<file path="config.mk">
export PLATFORM = sky130hd
export DESIGN_NAME = baccarat_match_ctrl
export DESIGN_NICKNAME = d
export VERILOG_FILES = /design/src/rtl/baccarat_match_ctrl_pkg.sv /design/src/rtl/baccarat_tally.sv /design/src/rtl/baccarat_match_ctrl.sv
export SDC_FILE = /design/constraint.sdc
export NUM_CORES = 1
export LEC_CHECK = 0
export CORE_MARGIN = 8
export CORE_UTILIZATION = 25
export CTS_BUF_LIST = sky130_fd_sc_hd__clkbuf_8
export CTS_CLUSTER_SIZE = 30
export DETAILED_ROUTE_END_ITERATION = 10
export GPL_TIMING_DRIVEN = 0
export PLACE_DENSITY = 0.55
export SLEW_MARGIN = 5
export SYNTH_ARGS = -nofsm -noshare
export SYNTH_HDL_FRONTEND = slang
export SYNTH_SLANG_ARGS = --single-unit
</file>
<file path="constraint.sdc">
create_clock -name slow_clock -period 3.4 [get_ports slow_clock]
set_input_delay 0.51 -clock slow_clock [delete_from_list [all_inputs] [get_ports slow_clock]]
set_output_delay 0.51 -clock slow_clock [all_outputs]
set_load 0.02 [all_outputs]
</file>
<file path="src/rtl/baccarat_match_ctrl_pkg.sv">
// Shared types and rule helpers for the baccarat match controller.
// States, rule thresholds and the banker third-card table.
package baccarat_pkg;

    typedef enum logic [3:0] {
        S_IDLE, S_CLR, S_P1, S_D1, S_P2, S_D2, S_DEC1,
        S_P3, S_DEC2, S_D3, S_SCORE, S_HOLD, S_DONE
    } match_state_t;

    localparam logic [3:0] NATURAL_LO   = 4'd8;
    localparam logic [3:0] PLAYER_STAND = 4'd6;
    localparam logic [3:0] BANKER_STAND = 4'd7;

    function automatic logic is_natural(input logic [3:0] s);
        return (s >= NATURAL_LO) && (s <= 4'd9);
    endfunction

    // Banker decision once the player has taken a third card.
    // Anything out of range falls through to "stand".
    function automatic logic banker_draws(input logic [3:0] dscore,
                                          input logic [3:0] pcard3);
        logic d;
        d = 1'b0;
        if (dscore < BANKER_STAND) begin
            case (dscore)
                4'd6:    d = (pcard3 == 4'd6) || (pcard3 == 4'd7);
                4'd5:    d = (pcard3 >= 4'd4) && (pcard3 <= 4'd7);
                4'd4:    d = (pcard3 >= 4'd2) && (pcard3 <= 4'd7);
                4'd3:    d = (pcard3 != 4'd8);
                default: d = 1'b1;
            endcase
        end
        return d;
    endfunction

endpackage

</file>
<file path="src/rtl/baccarat_tally.sv">
// Saturating win/tie tallies and completed-round counter for one match.
module baccarat_tally #(
    parameter int TALLY_W = 8,
    parameter int RND_W   = 8
) (
    input  logic               slow_clock,
    input  logic               resetb,
    input  logic               i_clear,
    input  logic               i_inc_p,
    input  logic               i_inc_d,
    input  logic               i_inc_t,
    input  logic               i_inc_rnd,
    output logic [TALLY_W-1:0] o_player_wins,
    output logic [TALLY_W-1:0] o_dealer_wins,
    output logic [TALLY_W-1:0] o_ties,
    output logic [RND_W-1:0]   o_round_num
);

    logic [TALLY_W-1:0] r_p, r_d, r_t;
    logic [RND_W-1:0]   r_rnd;

    // Counters stick at all-ones rather than wrapping.
    always_ff @(posedge slow_clock) begin
        if (!resetb || i_clear) begin
            r_p   <= '0;
            r_d   <= '0;
            r_t   <= '0;
            r_rnd <= '0;
        end else begin
            if (i_inc_p && (r_p != '1))     r_p   <= r_p + 1'b1;
            if (i_inc_d && (r_d != '1))     r_d   <= r_d + 1'b1;
            if (i_inc_t && (r_t != '1))     r_t   <= r_t + 1'b1;
            if (i_inc_rnd && (r_rnd != '1)) r_rnd <= r_rnd + 1'b1;
        end
    end

    assign o_player_wins = r_p;
    assign o_dealer_wins = r_d;
    assign o_ties        = r_t;
    assign o_round_num   = r_rnd;

endmodule

</file>
<file path="src/rtl/baccarat_match_ctrl.sv">
// Multi-round baccarat dealer: sequences card loads, applies draw rules, scores and tallies.
// Optional BACCARAT_SCORE_CHECK_EN adds a sticky score_err and voids rounds with scores > 9.
module baccarat_match_ctrl
    import baccarat_pkg::*;
#(
    parameter int ROUNDS      = 8,
    parameter int HOLD_CYCLES = 4,
    parameter int TALLY_W     = 8,
    parameter int RND_W       = 8
) (
    input  logic               slow_clock,
    input  logic               resetb,
    input  logic               start,
    input  logic [3:0]         pscore,
    input  logic [3:0]         dscore,
    input  logic [3:0]         pcard3,
    output logic               clear_hands,
    output logic [2:0]         load_pcard,
    output logic [2:0]         load_dcard,
    output logic               player_win_light,
    output logic               dealer_win_light,
    output logic [TALLY_W-1:0] player_wins,
    output logic [TALLY_W-1:0] dealer_wins,
    output logic [TALLY_W-1:0] ties,
    output logic [RND_W-1:0]   round_num,
    output logic               busy,
    output logic               match_done
`ifdef BACCARAT_SCORE_CHECK_EN
   ,output logic               score_err
`endif
);

    localparam int HW = (HOLD_CYCLES > 1) ? $clog2(HOLD_CYCLES) : 1;

    match_state_t  r_state, w_next;
    logic [HW-1:0] r_hold;
    logic          r_plight, r_dlight;
    logic          w_hold_done, w_last, w_bad, w_score, w_restart;

    always_ff @(posedge slow_clock) begin
        if (!resetb) r_state <= S_IDLE;
        else         r_state <= w_next;
    end

    always_ff @(posedge slow_clock) begin
        if (!resetb || r_state != S_HOLD) r_hold <= '0;
        else                              r_hold <= r_hold + 1'b1;
    end

    assign w_hold_done = (r_hold == HW'(HOLD_CYCLES - 1));
    assign w_last      = (ROUNDS != 0) && (round_num == RND_W'(ROUNDS));
    assign w_restart   = start && (r_state == S_IDLE || r_state == S_DONE);

`ifdef BACCARAT_SCORE_CHECK_EN
    assign w_bad = (pscore > 4'd9 || dscore > 4'd9 || pcard3 > 4'd9) &&
                   (r_state == S_DEC1 || r_state == S_DEC2 || r_state == S_SCORE);
`else
    assign w_bad = 1'b0;
`endif

    always_comb begin
        w_next = r_state;
        case (r_state)
            S_IDLE:  if (start) w_next = S_CLR;
            S_CLR:   w_next = S_P1;
            S_P1:    w_next = S_D1;
            S_D1:    w_next = S_P2;
            S_P2:    w_next = S_D2;
            S_D2:    w_next = S_DEC1;
            S_DEC1: begin
                if (w_bad)                                     w_next = S_HOLD;
                else if (is_natural(pscore) || is_natural(dscore)) w_next = S_SCORE;
                else if (pscore < PLAYER_STAND)                w_next = S_P3;
                else if (pscore < NATURAL_LO && dscore <= 4'd5) w_next = S_D3;
                else                                           w_next = S_SCORE;
            end
            S_P3:    w_next = S_DEC2;
            S_DEC2: begin
                if (w_bad)                             w_next = S_HOLD;
                else if (banker_draws(dscore, pcard3)) w_next = S_D3;
                else                                   w_next = S_SCORE;
            end
            S_D3:    w_next = S_SCORE;
            S_SCORE: w_next = S_HOLD;
            S_HOLD:  if (w_hold_done) w_next = w_last ? S_DONE : S_CLR;
            S_DONE:  if (start) w_next = S_CLR;
            default: w_next = S_IDLE;
        endcase
    end

    assign w_score = (r_state == S_SCORE) && !w_bad;

    // Lights latch at SCORE and drop as the next round's CLR begins.
    always_ff @(posedge slow_clock) begin
        if (!resetb || w_next == S_CLR) begin
            r_plight <= 1'b0;
            r_dlight <= 1'b0;
        end else if (w_score) begin
            r_plight <= (pscore >= dscore);
            r_dlight <= (dscore >= pscore);
        end
    end

`ifdef BACCARAT_SCORE_CHECK_EN
    always_ff @(posedge slow_clock) begin
        if (!resetb || w_restart) score_err <= 1'b0;
        else if (w_bad)           score_err <= 1'b1;
    end
`endif

    baccarat_tally #(.TALLY_W(TALLY_W), .RND_W(RND_W)) u_tally (
        .slow_clock    (slow_clock),
        .resetb        (resetb),
        .i_clear       (w_restart),
        .i_inc_p       (w_score && (pscore > dscore)),
        .i_inc_d       (w_score && (dscore > pscore)),
        .i_inc_t       (w_score && (pscore == dscore)),
        .i_inc_rnd     (w_score),
        .o_player_wins (player_wins),
        .o_dealer_wins (dealer_wins),
        .o_ties        (ties),
        .o_round_num   (round_num)
    );

    assign clear_hands      = (r_state == S_CLR);
    assign load_pcard       = {r_state == S_P3, r_state == S_P2, r_state == S_P1};
    assign load_dcard       = {r_state == S_D3, r_state == S_D2, r_state == S_D1};
    assign player_win_light = r_plight;
    assign dealer_win_light = r_dlight;
    assign busy             = (r_state != S_IDLE) && (r_state != S_DONE);
    assign match_done       = (r_state == S_DONE);

endmodule

</file>
[After elaboration in Yosys (flattened, before gate mapping)]
Cells that the tools add are included.
Storage, ports and cells
  word-level logic and storage cells: 92
  output and inout port bits: 43
  flip-flop bits (word level): 40
  bits of input ports: 15
Cells by class
  add/subtract/negate cells: 5
  mux-type cells: 11
  $lt $le $gt $ge: 15
  reduce and logical (&&, ||, !) cells: 24
  equal/unequal tests: 29
Operators with widths (count)
  $pmux W4 S12: 1
  $eq A4 B3 Y1 const B: 9
  $add A8 B1 Y8 const B: 4
  $ne A8 B8 Y1 const B: 4
  $eq A4 B4 Y1 const B: 5
  $mux W4: 5
  $logic_and A1 B1 Y1: 14
  $eq A4 B2 Y1 const B: 3
  $ne A4 B4 Y1 const B: 3
  $eq A4 B1 Y1 const B: 2
  $eq A8 B4 Y1 const B: 1
  $ge A4 B4 Y1: 2
  $ge A4 B4 Y1 const B: 2
  $gt A4 B4 Y1: 2
  $le A4 B3 Y1 const B: 2
  $le A4 B4 Y1 const B: 2
  $lt A4 B3 Y1 const B: 2
  $logic_or A1 B1 Y1: 6
  $eq A4 B4 Y1: 1
  $ge A4 B2 Y1 const B: 1
  $ge A4 B3 Y1 const B: 1
  $logic_not A4 Y1: 1
  $lt A4 B4 Y1 const B: 1
  $mux W2: 2
  7 further kinds: 8

[Depth between registers and ports, before layout]
  word-level depth: 9
  depth in mapped cells: 8
  mapped depth without buffers: 7

[Cells and area by module]
A second synthesis with hierarchy kept.
Second synthesis, totals
  cell total of the unflattened synthesis: 291
  area, all modules: 2417.3 um^2
By module, submodules not included
  baccarat_tally: sequential area each 640.6 um^2, cells each 186, area an instance 1631.6 um^2, times used 1
  baccarat_match_ctrl: sequential area each 160.2 um^2, cells each 105, area an instance 785.8 um^2, times used 1

[Worst setup path before layout]
OpenSTA, ideal clock, no wires.
  path kind: input to register
  from: in pscore[1]
  to: reg u_tally.r_p[1] (netlist: u_tally.o_player_wins[1])
  slack: 1.209 ns
  stages: 8
  library setup time: 0.070 ns
  arrival: 2.120 ns
  buffers on the path: 1
  data required time: 3.330 ns
  cells stage by stage: inv_1 ha_1 nor2b_1 o211ai_1 nand3_1 clkbuf_1 or3b_2 a21oi_1
On the way
  cells in the longest elaborated chain, start to end: 3
Ends and longest elaborated chain
  from (decl): line baccarat_match_ctrl.sv:14  | input logic [3:0] pscore,
  $gt A4 B4 Y1: line baccarat_match_ctrl.sv:115  | .i_inc_p (w_score && (pscore > dscore)),
  $logic_and A1 B1 Y1: line baccarat_match_ctrl.sv:115
  $logic_and A1 B1 Y1: line baccarat_tally.sv:30  | if (i_inc_p && (r_p != '1)) r_p <= r_p + 1'b1;
  to (signal assigned): line baccarat_tally.sv:30
  to (decl): line baccarat_tally.sv:19  | logic [TALLY_W-1:0] r_p, r_d, r_t;
No other way between the ends.
A chain may end at the register's enable or synchronous reset.

[Final worst setup path]
Same ends and word-level chain as after synthesis.

==> results.py <==
metrics = {
    "floorplanning": {
        "pin_count": 58,
        "rows": 35,
        "initial_utilization_pct": 25.2,
        "fp.dieArea_sq_um": 12400,
        "die_h_microns": 112,
        "core_area_sq_um": 9060,
        "die_w_microns": 112,
    },
    "worst_hold_path": {
        "min_path_type": "reg -> reg",
        "hold_end": "r_hold[0]",
        "min-delay-start": "r_hold[0]",
        "hold_path_depth": 1,
    },
    "placed_design": {
        "dp.cells": 456,
        "place_ws_ps": 384,
        "port_buffers": 57,
        "place_congestion": 0.847,
        "dp_hpwl_microns": 4840,
    },
    "global_route": {
        "grt_pass1_vias": 2308,
        "grt_use_total_pct": 10.3,
        "grt_max_degree": 12,
        "grt_overflow": 0,
        "grt_pass1_wl_microns": 10800,
        "antenna_found_initial": 0,
    },
    "sta": {
        "worstMarginPinSlew_ps": 620,
        "rsz0062_at_grt": "no",
        "post-route-period-util_pct": 79.5,
        "slew_headroom_pct": 58.4,
        "clock.fmax_mhz": 370,
        "drv_slew": 0,
        "finalClockSkew_ps": 10.8,
        "period_needed_ps": 2700,
        "setup_slack_ps": 698,
        "setup_tns_ps": 0,
        "finalHoldViolCount": 0,
        "final-setup-viol-count": 0,
    },
    "layout": {
        "nets": 377,
        "diodes": 0,
        "instances_no_fill": 464,
        "final-seq-area_sq_um": 801,
        "final_common_cell": "clkdlybuf4s50_1",
        "layout_common_cells": "57 x clkdlybuf4s50_1, 40 x dfxtp_1, 31 x nor2_1, 21 x nand2_1, 21 x a21oi_1",
        "multi_input_area_sq_um": 1360,
        "area_delta_synth_final_pct": 35.0,
        "fill_cells": 988,
        "drive_gt1_share_pct": 4.25,
    },
    "routing": {
        "antenna_left": 0,
        "drc_errors": 0,
        "wl_per_cell_microns": 13.7,
        "drt-total-wl_microns": 6350,
        "via_count": 2324,
        "viasPerCell": 5.01,
        "dr.pass1.iters": 5,
        "drt-initial-drc-count": 71,
    },
    "clock_network": {
        "cts_made_buffers": 5,
        "insertion_delay_ps": 290,
        "post_cts_resized": 0,
        "holdBufCountCts": 0,
        "htree_levels": 2,
        "tritoncts": "done",
        "cts_root_buf": "clkbuf_8",
        "post-cts-setup-buffers": 0,
        "clock-sinks": 40,
        "clk_path_buf_depth": 2,
        "clk_pin_slew_ps": 80,
    },
    "worst_setup_path": {
        "crit_arrival_ps": 2920,
        "r2r-start": "r_state[2]",
        "r2r_end": "u_tally.o_dealer_wins[6]",
        "r2r_slack_ps": 1210,
        "crit_family": "simple AND/OR/NAND/NOR gates",
        "slowest_stage": "clkdlybuf4s50_1",
        "path_buf_inv": 3,
        "cp-end-kind": "register",
        "cp-start-kind": "input pin",
        "worstSetupPathType": "in -> reg",
        "path_cells": "clkdlybuf4s50_1 -> inv_1 -> ha_1 -> nor2b_1 -> o211ai_1 -> nand3_1 -> clkbuf_1 -> or3b_2 -> a21oi_1",
        "required_ps": 3620,
        "critical_path.startpoint": "pscore[1]",
        "max_stage_delay_ps": 500,
        "worstRegToRegCells": 6,
        "critPathMaxFanout": 10,
    },
    "synthesis": {
        "synth.net_count": 313,
        "ys_seq_area_share_pct": 35.1,
        "synthArstFlopShare_pct": 0,
        "synth_edf_count": 0,
        "synth-seq-cells": 40,
        "netlist_area_sq_um": 2280,
        "synth_ff_type": "dfxtp_1",
        "synth_cells": 288,
        "avgSynthCellArea_sq_um": 7.93,
        "synth_cell_type_count": 46,
        "yosys_warnings": 0,
    },
    "status": {
        "outcome": "finished, final reports clean",
    },
    "pwr": {
        "power.density_nw_per_um2": 316,
        "p_leak_nw": 0.998,
        "peakVddDrop_v": 0.000165,
    },
    "job": {
        "drv_cap": 0,
    },
}
[layer usage]
metal,track usage [%],share of wire [%]
met5,0,0
met1,12.1,46
met3,4.38,7.5
met2,16.9,46
met4,2.73,0.63
[power by group]
| part | internal (W) | switching, W |
|---|---|---|
| Combinational | 0.0000769 | 0.000105 |
| Clock | 0.000160 | 0.000157 |
| Sequential | 0.000473 | 0.00000338 |
[state kept, by name, summed over array words and instances (netlist names)]
register / count
r_hold: 2
u_tally.o_dealer_wins: 8
u_tally.o_ties: 8
u_tally.o_player_wins: 8
player_win_light: 1
r_state: 4
dealer_win_light: 1
u_tally.o_round_num: 8
[cell type report]
type / instances / share of cell area (%)
inverters: 16 / 1.95
flip-flops and latches: 40 / 26.0
well taps: 111 / 4.50
repair buffers: 57 / 18.5
multi-input cells: 222 / 44.2
clock buffers: 6 / 2.68
plain buffers: 10 / 1.95
clock inverters: 2 / 0.244
[kinds of logic (layout without fill, tap and decap cells)]
logic type      after synthesis  count (layout)  synth area share, %
buf+inv                      26              91                 5.26
compound gates               64              64                 17.5
xor+xnor                     12              12                 4.60
flops                        40              40                 35.1
fa+ha+maj                    12              12                 6.36
mux                           2               2                0.877
simple gates                132             132                 30.3
[how the worst max path moves through the flow]
| stage | end | slack, ps | depth (start not counted) |
|---|---|---|---|
| final | u_tally.o_player_wins[1] | 700 | 9 |
| after global routing | u_tally.o_player_wins[1] | 520 | 9 |
| after CTS | u_tally.o_player_wins[1] | 690 | 9 |
| after detailed placement | u_tally.o_player_wins[1] | 380 | 9 |
| after global placement | u_tally.o_player_wins[1] | 360 | 9 |
| after floorplan | u_tally.o_player_wins[1] | 1210 | 8 |
[synthesized netlist by cell type (4+ instances only)]
| library cell | n | share of area (%) |
|---|---|---|
| nand2_1 | 21 | 3.5 |
| or4_1 | 4 | 1.3 |
| or3_1 | 9 | 2.5 |
| inv_1 | 16 | 2.6 |
| o41ai_1 | 4 | 1.5 |
| nor2_1 | 31 | 5.1 |
| nor2b_1 | 6 | 1.6 |
| dfxtp_1 | 40 | 35 |
| nand4_1 | 12 | 3.3 |
| a21oi_1 | 21 | 4.6 |
| xnor2_1 | 8 | 3.1 |
| or2_2 | 4 | 1.1 |
| xor2_1 | 4 | 1.5 |
| nand3_1 | 15 | 3.3 |
| nor3_1 | 12 | 2.6 |
| clkbuf_1 | 7 | 1.2 |
| a211oi_1 | 5 | 1.6 |
| o21ai_0 | 14 | 3.1 |
| ha_1 | 10 | 5.5 |
[stage by stage]
step | hold WS, ps | util (%) | cell area, sq um | total power, W
3_3_place_gp | 421 | 33.0 | 2990 | 0.000671
4_1_cts | 441 | 34.0 | 3080 | 0.000990
3_5_place_dp | 430 | 33.0 | 2990 | 0.000671
6_report | 440 | 34.0 | 3080 | 0.000976
2_1_floorplan | 407 | - | 2280 | 0.000599
5_1_grt | 476 | 34.0 | 3080 | 0.00102
No activity file was read; power rests on OpenSTA's default activity.
